===== src/rtl/booth_mul_ctrl.sv =====
// Sequencing FSM for a radix-16 Booth multiplier datapath (load, NDIG digit steps, result handshake).
// Latency: accept at T, digit steps T+1..T+NDIG, out_valid from T+NDIG+1; issue interval NDIG+2.
// Backpressure: out_valid holds in DONE until out_ready; in_ready is low whenever not IDLE or aborting.
module booth_mul_ctrl #(
  parameter  int WIDTH = 32,
  localparam int NDIG  = WIDTH / 4,
  localparam int CNT_W = (NDIG > 1) ? $clog2(NDIG) : 1
) (
  input  logic             clk,
  input  logic             rst_n,
  input  logic             in_valid,
  output logic             in_ready,
  output logic             out_valid,
  input  logic             out_ready,
  input  logic             abort,
  output logic             busy,
  output logic             load_op,
  output logic             acc_clr,
  output logic             acc_en,
  output logic             shift_en,
  output logic [CNT_W-1:0] digit_idx,
  output logic             last_digit
);

  if (((WIDTH % 4) != 0) || (WIDTH < 8)) begin : g_bad_width
    $error("booth_mul_ctrl: WIDTH must be a multiple of 4 and at least 8");
  end

  typedef enum logic [1:0] {
    S_IDLE = 2'd0,
    S_CALC = 2'd1,
    S_DONE = 2'd2
  } state_t;

  localparam logic [CNT_W-1:0] LAST_CNT = CNT_W'(NDIG - 1);

  state_t           state_q, state_d;
  logic [CNT_W-1:0] cnt_q, cnt_d;

  // State and digit counter registers; async reset parks the FSM in IDLE.
  always_ff @(posedge clk or negedge rst_n) begin
    if (!rst_n) begin
      state_q <= S_IDLE;
      cnt_q   <= '0;
    end else begin
      state_q <= state_d;
      cnt_q   <= cnt_d;
    end
  end

  // Next-state: abort wins over both the final digit and the output handshake.
  always_comb begin
    state_d = state_q;
    cnt_d   = '0;
    unique case (state_q)
      S_IDLE: begin
        if (in_valid && !abort) state_d = S_CALC;
      end
      S_CALC: begin
        if (abort) begin
          state_d = S_IDLE;
        end else if (cnt_q == LAST_CNT) begin
          state_d = S_DONE;
        end else begin
          cnt_d = cnt_q + CNT_W'(1);
        end
      end
      S_DONE: begin
        if (abort || out_ready) state_d = S_IDLE;
      end
      default: state_d = S_IDLE;
    endcase
  end

  // Output decode from registered state/counter; strobes drop in an abort cycle and under reset.
  always_comb begin
    in_ready   = 1'b0;
    out_valid  = 1'b0;
    busy       = (state_q != S_IDLE);
    load_op    = 1'b0;
    acc_clr    = 1'b0;
    acc_en     = 1'b0;
    shift_en   = 1'b0;
    digit_idx  = '0;
    last_digit = 1'b0;
    unique case (state_q)
      S_IDLE: begin
        in_ready = rst_n && !abort;
        load_op  = rst_n && !abort && in_valid;
        acc_clr  = rst_n && !abort && in_valid;
      end
      S_CALC: begin
        if (!abort) begin
          acc_en     = 1'b1;
          digit_idx  = cnt_q;
          shift_en   = (cnt_q != LAST_CNT);
          last_digit = (cnt_q == LAST_CNT);
        end
      end
      S_DONE: begin
        out_valid = !abort;
      end
      default: ;
    endcase
  end

endmodule


===== config.mk =====
export PLATFORM = sky130hd
export DESIGN_NAME = booth_mul_ctrl
export DESIGN_NICKNAME = d
export VERILOG_FILES = /design/src/rtl/booth_mul_ctrl.sv
export SDC_FILE = /design/constraint.sdc
export NUM_CORES = 1
export LEC_CHECK = 0
export ABC_AREA = 1
export CORE_AREA = 2 2 39 41
export CTS_CLUSTER_SIZE = 30
export DETAILED_ROUTE_END_ITERATION = 16
export DIE_AREA = 0 0 41 43
export GPL_ROUTABILITY_DRIVEN = 0
export PLACE_DENSITY = 0.52
export REMOVE_ABC_BUFFERS = 1
export SLEW_MARGIN = 10
export SYNTH_ARGS = -nofsm -noshare
export SYNTH_HDL_FRONTEND = slang
export SYNTH_SLANG_ARGS = --single-unit

===== constraint.sdc =====
create_clock -name clk -period 1.9 [get_ports clk]
set_input_delay 0.285 -clock clk [delete_from_list [all_inputs] [get_ports clk]]
set_output_delay 0.285 -clock clk [all_outputs]
set_load 0.005 [all_outputs]

==> results.yml, run 1 <==
pwr:
  cellLeakagePower_uw: 0.0003137
  clock_power_share: 0.243
  combPwrFrac: 0.437
  ir_drop_v: 0.0004174
  p_seq_frac: 0.320
  sw_frac_of_total: 0.3457
  power_density_nw_per_um2: 884.7
  finalPower_uw: 489.2
  p_switching_uw: 169.1
  intPower_uw: 320.1
synth:
  synth_top_area_share: 0.3984
  ys_ff_latch: 5
  yosysUniqueCellTypes: 13
  yosysTopAreaCell: "dfrtp_1"
  synth_warnings: 0
  syn_inst: 42
  synth_area_per_cell_um2: 7.477
  synth.area.top_cells: "dfrtp_1 (40%), nand2_1 (11%), nor2_1 (11%)"
  netlist_area_um2: 314.1
  ys_seq_area_frac: 0.3984
drt:
  drc: 0
  wl_per_cell_um: 8.469
  vias: 324
  viasPerCell: 4.000
  wl_um: 686
  ant_nets: 0
  drtIter0Drc: 9
  dr.pass1.iters: 4
critical_path:
  crit_required_ns: 1.62
  start_kind: "flop"
  endpoint_kind: "output port"
  cp_max_fo: 2
  cp.arrival_ns: 1.43
  crit_type: "reg -> out"
  worstRegToRegCells: 6
sta:
  finalSetupViolations: 0
  max_freq_ghz: 0.5826
  fin_crit_ns: 1.716
  worstMarginPinSlew_ns: 0.1685
  rsz0062_at_grt: "false"
  slew_violations: 0
  relSlewSlack: 0.8877
  finalCritPeriodShare: 0.9034
  finalHoldViolations: 0
  skew_ns: 0.0009608
  setup-tns-final_ns: 0
floorplanning:
  boundaryPins: 16
  die_h_um: 43
  die_w_um: 41
  core_um2: 1384
  dieArea_um2: 1763
  rows: 14
  start_util: 0.2269
final_layout:
  final_nets: 73
  layout_common_cells: "nand2_1 (9), clkdlybuf4s50_1 (9), nor2_1 (8)"
  design_area_um2: 553.0
  drive_gt1_frac: 0.3077
  diodes: 0
  areaGrowthSynthToFinish_pct: 76.10
  fillers: 154
  final_util: 0.3996
place:
  dpl_cell_area_um2: 506.7
  place.port_buffers: 15
  dp_hpwl_um: 591.3
cts:
  cts-root-buf: "clkbuf_4"
  cts_tree: "yes"
  cts.hold.buffers_added: 0
  clkSlewWorstSetupHoldPaths_ns: 0.04
  cts_max_level: 1
  clockBufferDepth: 2
  cts_made_buffers: 3
  clk_latency_ns: 0.23
  cts.sinks: 5
grt:
  grt_overflow: 0
  grt_max_degree: 9
  grt_pass1_wl_um: 1228
  grt_usage: 0.1023
  grt_pass1_vias: 316
  antenna_found_initial: 0
run:
  maxCapViolCount: 0
outcome:
  status: "finished clean"
hold_path:
  hp-class: "in -> async"
-- timing repair --
action	4_1_cts	5_1_grt
setup endpoints to repair	9	3
buffers inserted	1	0
gates resized for setup	6	4
-- power groups by stage --
stage / Clock [µW] / Combinational, µW / Sequential (µW)
2_1_floorplan: 0 / 107 / 150
3_3_place_gp: 0 / 212 / 155
3_5_place_dp: 0 / 212 / 156
4_1_cts: 123 / 223 / 155
5_1_grt: 136 / 245 / 159
6_report: 119 / 214 / 157
-- layer usage --
layer,up-vias,GRT usage,share of wire
met5,-,0,0
met4,0,0.06000,0
met3,0,0.03141,0.039
met2,5,0.1313,0.49
met1,146,0.1457,0.47
li1,173,-,-
-- through the flow --
stage	cells	hold WS, ns	setup slack [ns]
2_1_floorplan	41	-0.01059	0.6260
3_3_place_gp	76	0.4664	-0.06969
3_5_place_dp	76	0.4663	-0.1027
4_1_cts	81	0.3552	0.009933
5_1_grt	81	0.3497	0.06369
6_report	81	0.3538	0.1835
-- Yosys cell counts --
| cell type | n |
|---|---|
| nor2_2 | 2 |
| nand2_2 | 1 |
| nand2_4 | 1 |
| nor3_1 | 4 |
| nor2_1 | 9 |
| o21bai_1 | 1 |
| inv_2 | 3 |
| ha_1 | 2 |
| o21ai_2 | 1 |
| buf_4 | 1 |
| inv_1 | 3 |
| nand2_1 | 9 |
| dfrtp_1 | 5 |
-- worst max-delay path, cell delays in order, from the launching register on --
cell and delay, ns:
dfrtp_1 0.37, ha_1 0.19, ha_1 0.18, inv_2 0.06, buf_4 0.11, nor2_1 0.03, dlygate4sd2_1 0.25
-- kinds of logic (layout without fill, tap and decap cells) --
group / count (synthesis) / in the layout / share of synthesized area
AND/OR/NAND/NOR: 26 / 26 / 0.3745
buffers and inverters: 7 / 30 / 0.09562
flip-flops: 5 / 5 / 0.3984
adder cells (fa/ha/maj): 2 / 2 / 0.07967
AO/OA/AOI/OAI: 2 / 2 / 0.05181
-- path summary, 6_finish.rpt --
| check | startpoint | to | slack [ns] |
|---|---|---|---|
| worst min-delay path | rst_n | cnt_q[1]$_DFF_PN0_ | 0.35 |
| worst min register to register | cnt_q[0]$_DFF_PN0_ | cnt_q[0]$_DFF_PN0_ | 0.53 |
| min in group clk | cnt_q[0]$_DFF_PN0_ | cnt_q[0]$_DFF_PN0_ | 0.53 |
| worst max register to register | cnt_q[0]$_DFF_PN0_ | state_q[0]$_DFFE_PN0P_ | 0.76 |
| worst max-delay path | cnt_q[0]$_DFF_PN0_ | last_digit | 0.18 |
| max in group asynchronous | rst_n | state_q[0]$_DFFE_PN0P_ | 1.43 |
-- cell type report --
| cell class | count | area [µm²] | area share |
|---|---|---|---|
| tap | 16 | 20.02 | 0.03620 |
| sequential | 5 | 126.4 | 0.2285 |
| clock buffer | 4 | 26.28 | 0.04751 |
| timing repair buffer | 20 | 191.4 | 0.3462 |
| inverter | 6 | 22.52 | 0.04072 |
| multi-input combinational | 30 | 166.4 | 0.3009 |
-- registers in the layout, summed over array words and instances, names as in the netlist --
| name | flops |
|---|---|
| state_q | 2 |
| cnt_q | 3 |
Note: power is estimated with default switching activity, not from simulation.
==> run 2: changes to the inputs <==
--- a/config.mk
+++ b/config.mk
@@ -6,6 +6,7 @@
 export NUM_CORES = 1
 export LEC_CHECK = 0
 export ABC_AREA = 1
+export CAP_MARGIN = 20
 export CORE_AREA = 2 2 39 41
 export CTS_CLUSTER_SIZE = 30
 export DETAILED_ROUTE_END_ITERATION = 16
==> results of run 2 <==
The final DEF is identical to that of run 1; final timing and power are the same.
==> run 3: changes to the inputs <==
--- a/config.mk
+++ b/config.mk
@@ -12,7 +12,7 @@
 export DETAILED_ROUTE_END_ITERATION = 16
 export DIE_AREA = 0 0 41 43
 export GPL_ROUTABILITY_DRIVEN = 0
-export PLACE_DENSITY = 0.52
+export PLACE_DENSITY = 0.59
 export REMOVE_ABC_BUFFERS = 1
 export SLEW_MARGIN = 10
 export SYNTH_ARGS = -nofsm -noshare
==> constraint.sdc (replaced) <==
create_clock -name clk -period 1.9 [get_ports clk]
set_input_delay 0.19 -clock clk [delete_from_list [all_inputs] [get_ports clk]]
set_output_delay 0.19 -clock clk [all_outputs]
set_load 0.005 [all_outputs]
==> run 3 against run 2 <==
  * Sequential cell count unchanged
  * Sequential share of layout area up 1.2 points
  * Critical endpoint is now acc_clr
  * Largest power group unchanged
  * Register-to-register slack got worse by 0.06 ns
  * Via count shrank 5.2%
  * Final cell count is 3.7% lower
  * Total power is 2.7% lower
  * Utilization shrank 2.0 points
==> results.yml, run 3 (same netlist as run 1, synthesis figures left out) <==
sta:
  fin_ws_ns: 0.09869
  skew_ns: 0.001517
  finalHoldViolations: 0
  slew_violations: 0
  relSlewSlack: 0.8475
  worstMarginPinSlew_ns: 0.2280
  setup-tns-final_ns: 0
  whs_ns: 0.2452
  fin_crit_ns: 1.801
  finalCritPeriodShare: 0.9481
  finalSetupViolations: 0
  max_freq_ghz: 0.5552
drt:
  dr.pass1.iters: 2
  ant_nets: 0
  wl_um: 638
  drtIter0Drc: 3
  wl_per_cell_um: 8.179
  viasPerCell: 3.936
  drc: 0
  vias: 307
final_layout:
  diodes: 0
  top_register: "cnt_q"
  top_regs: "cnt_q (3), state_q (2)"
  final_common_cell: "clkdlybuf4s50_1"
  largest_reg_flops: 3
  layout_common_cells: "clkdlybuf4s50_1 (14), nand2_1 (9), nor2_1 (8)"
  final_nets: 70
  final_util: 0.3797
  drive_gt1_frac: 0.2742
  areaGrowthSynthToFinish_pct: 67.33
  fillers: 159
floorplanning:
  die_h_um: 43
  die_w_um: 41
  rows: 14
  core_um2: 1384
  boundaryPins: 16
  start_util: 0.2269
  dieArea_um2: 1763
cts:
  cts-root-buf: "clkbuf_4"
  cts.hold.buffers_added: 0
  cts_tree: "yes"
  cts_max_level: 1
  cts_made_buffers: 3
  clk_latency_ns: 0.23
  cts.sinks: 5
  clockBufferDepth: 2
  clkSlewWorstSetupHoldPaths_ns: 0.04
grt:
  grt_usage: 0.08916
  grt_pass1_wl_um: 1055
  grt_pass1_vias: 272
  antenna_found_initial: 0
  grt_max_degree: 9
  grt_overflow: 0
run:
  maxCapViolCount: 0
hold_path:
  hp-class: "in -> async"
outcome:
  status: "finished clean"
critical_path:
  cp.arrival_ns: 1.61
  crit_required_ns: 1.71
  cp_max_fo: 5
  start_kind: "primary input"
  crit_type: "in -> out"
  endpoint_kind: "output port"
  worstRegToRegCells: 6
pwr:
  ir_drop_v: 0.0003747
  finalPower_uw: 476.1
  cellLeakagePower_uw: 0.0002420
  power_density_nw_per_um2: 906.0
place:
  place.port_buffers: 15
  pre_cts_ws_ns: 0.03450
  dp_hpwl_um: 540.2
==> run 3: path summary, 6_finish.rpt <==
| path | slack, ns | start | to |
|---|---|---|---|
| max in group asynchronous | 1.54 | rst_n | state_q[0]$_DFFE_PN0P_ |
| hold / removal | 0.25 | rst_n | cnt_q[2]$_DFF_PN0_ |
| setup reg to reg | 0.70 | cnt_q[0]$_DFF_PN0_ | state_q[0]$_DFFE_PN0P_ |
| min in group clk | 0.46 | cnt_q[0]$_DFF_PN0_ | cnt_q[0]$_DFF_PN0_ |
| setup / recovery | 0.1 | abort | acc_clr |
| hold reg to reg | 0.46 | cnt_q[0]$_DFF_PN0_ | cnt_q[0]$_DFF_PN0_ |
==> run 3: routing by layer <==
layer	part of all wire	vias to the layer above	track usage	wire length [µm]
met1	0.48	128	0.1192	304
met3	0.050	0	0.04712	32
li1	-	173	-	-
met5	0	-	0	0
met2	0.47	6	0.1156	301
met4	0	0	0.04000	0
==> run 3: timing repair <==
action / CTS / global route
gates resized for setup: 2 / 3
setup endpoints to repair: 1 / 3
setup buffers: 0 / 0
==> run 3: power by group <==
| group | internal [µW] | total [µW] | switching (µW) |
|---|---|---|---|
| clock network | 79.1 | 117 | 38.4 |
| logic | 105 | 202 | 97.1 |
| registers | 131 | 157 | 26.0 |
| total | 315 | 476 | 162 |
==> run 3: critical path, cell delays in order <==
cell             delay, ns
clkdlybuf4s50_1       0.52
inv_2                 0.12
nand2_1               0.08
nor3_2                0.18
clkdlybuf4s50_1       0.53
==> run 3: cell type report <==
type | count | area (µm²) | area share
repair buffers | 17 | 163.9 | 0.3119
flip-flops and latches | 5 | 126.4 | 0.2405
well taps | 16 | 20.02 | 0.03810
multi-input cells | 30 | 166.4 | 0.3167
inverters | 6 | 22.52 | 0.04286
clock buffers | 4 | 26.28 | 0.05000
==> run 3: per-stage QoR <==
| step | cell area (µm²) | std cells |
|---|---|---|
| after floorplan | 306.5 | 41 |
| after global placement | 491.7 | 74 |
| after detailed placement | 491.7 | 74 |
| after CTS | 516.7 | 78 |
| after global routing | 525.5 | 78 |
| final | 525.5 | 78 |
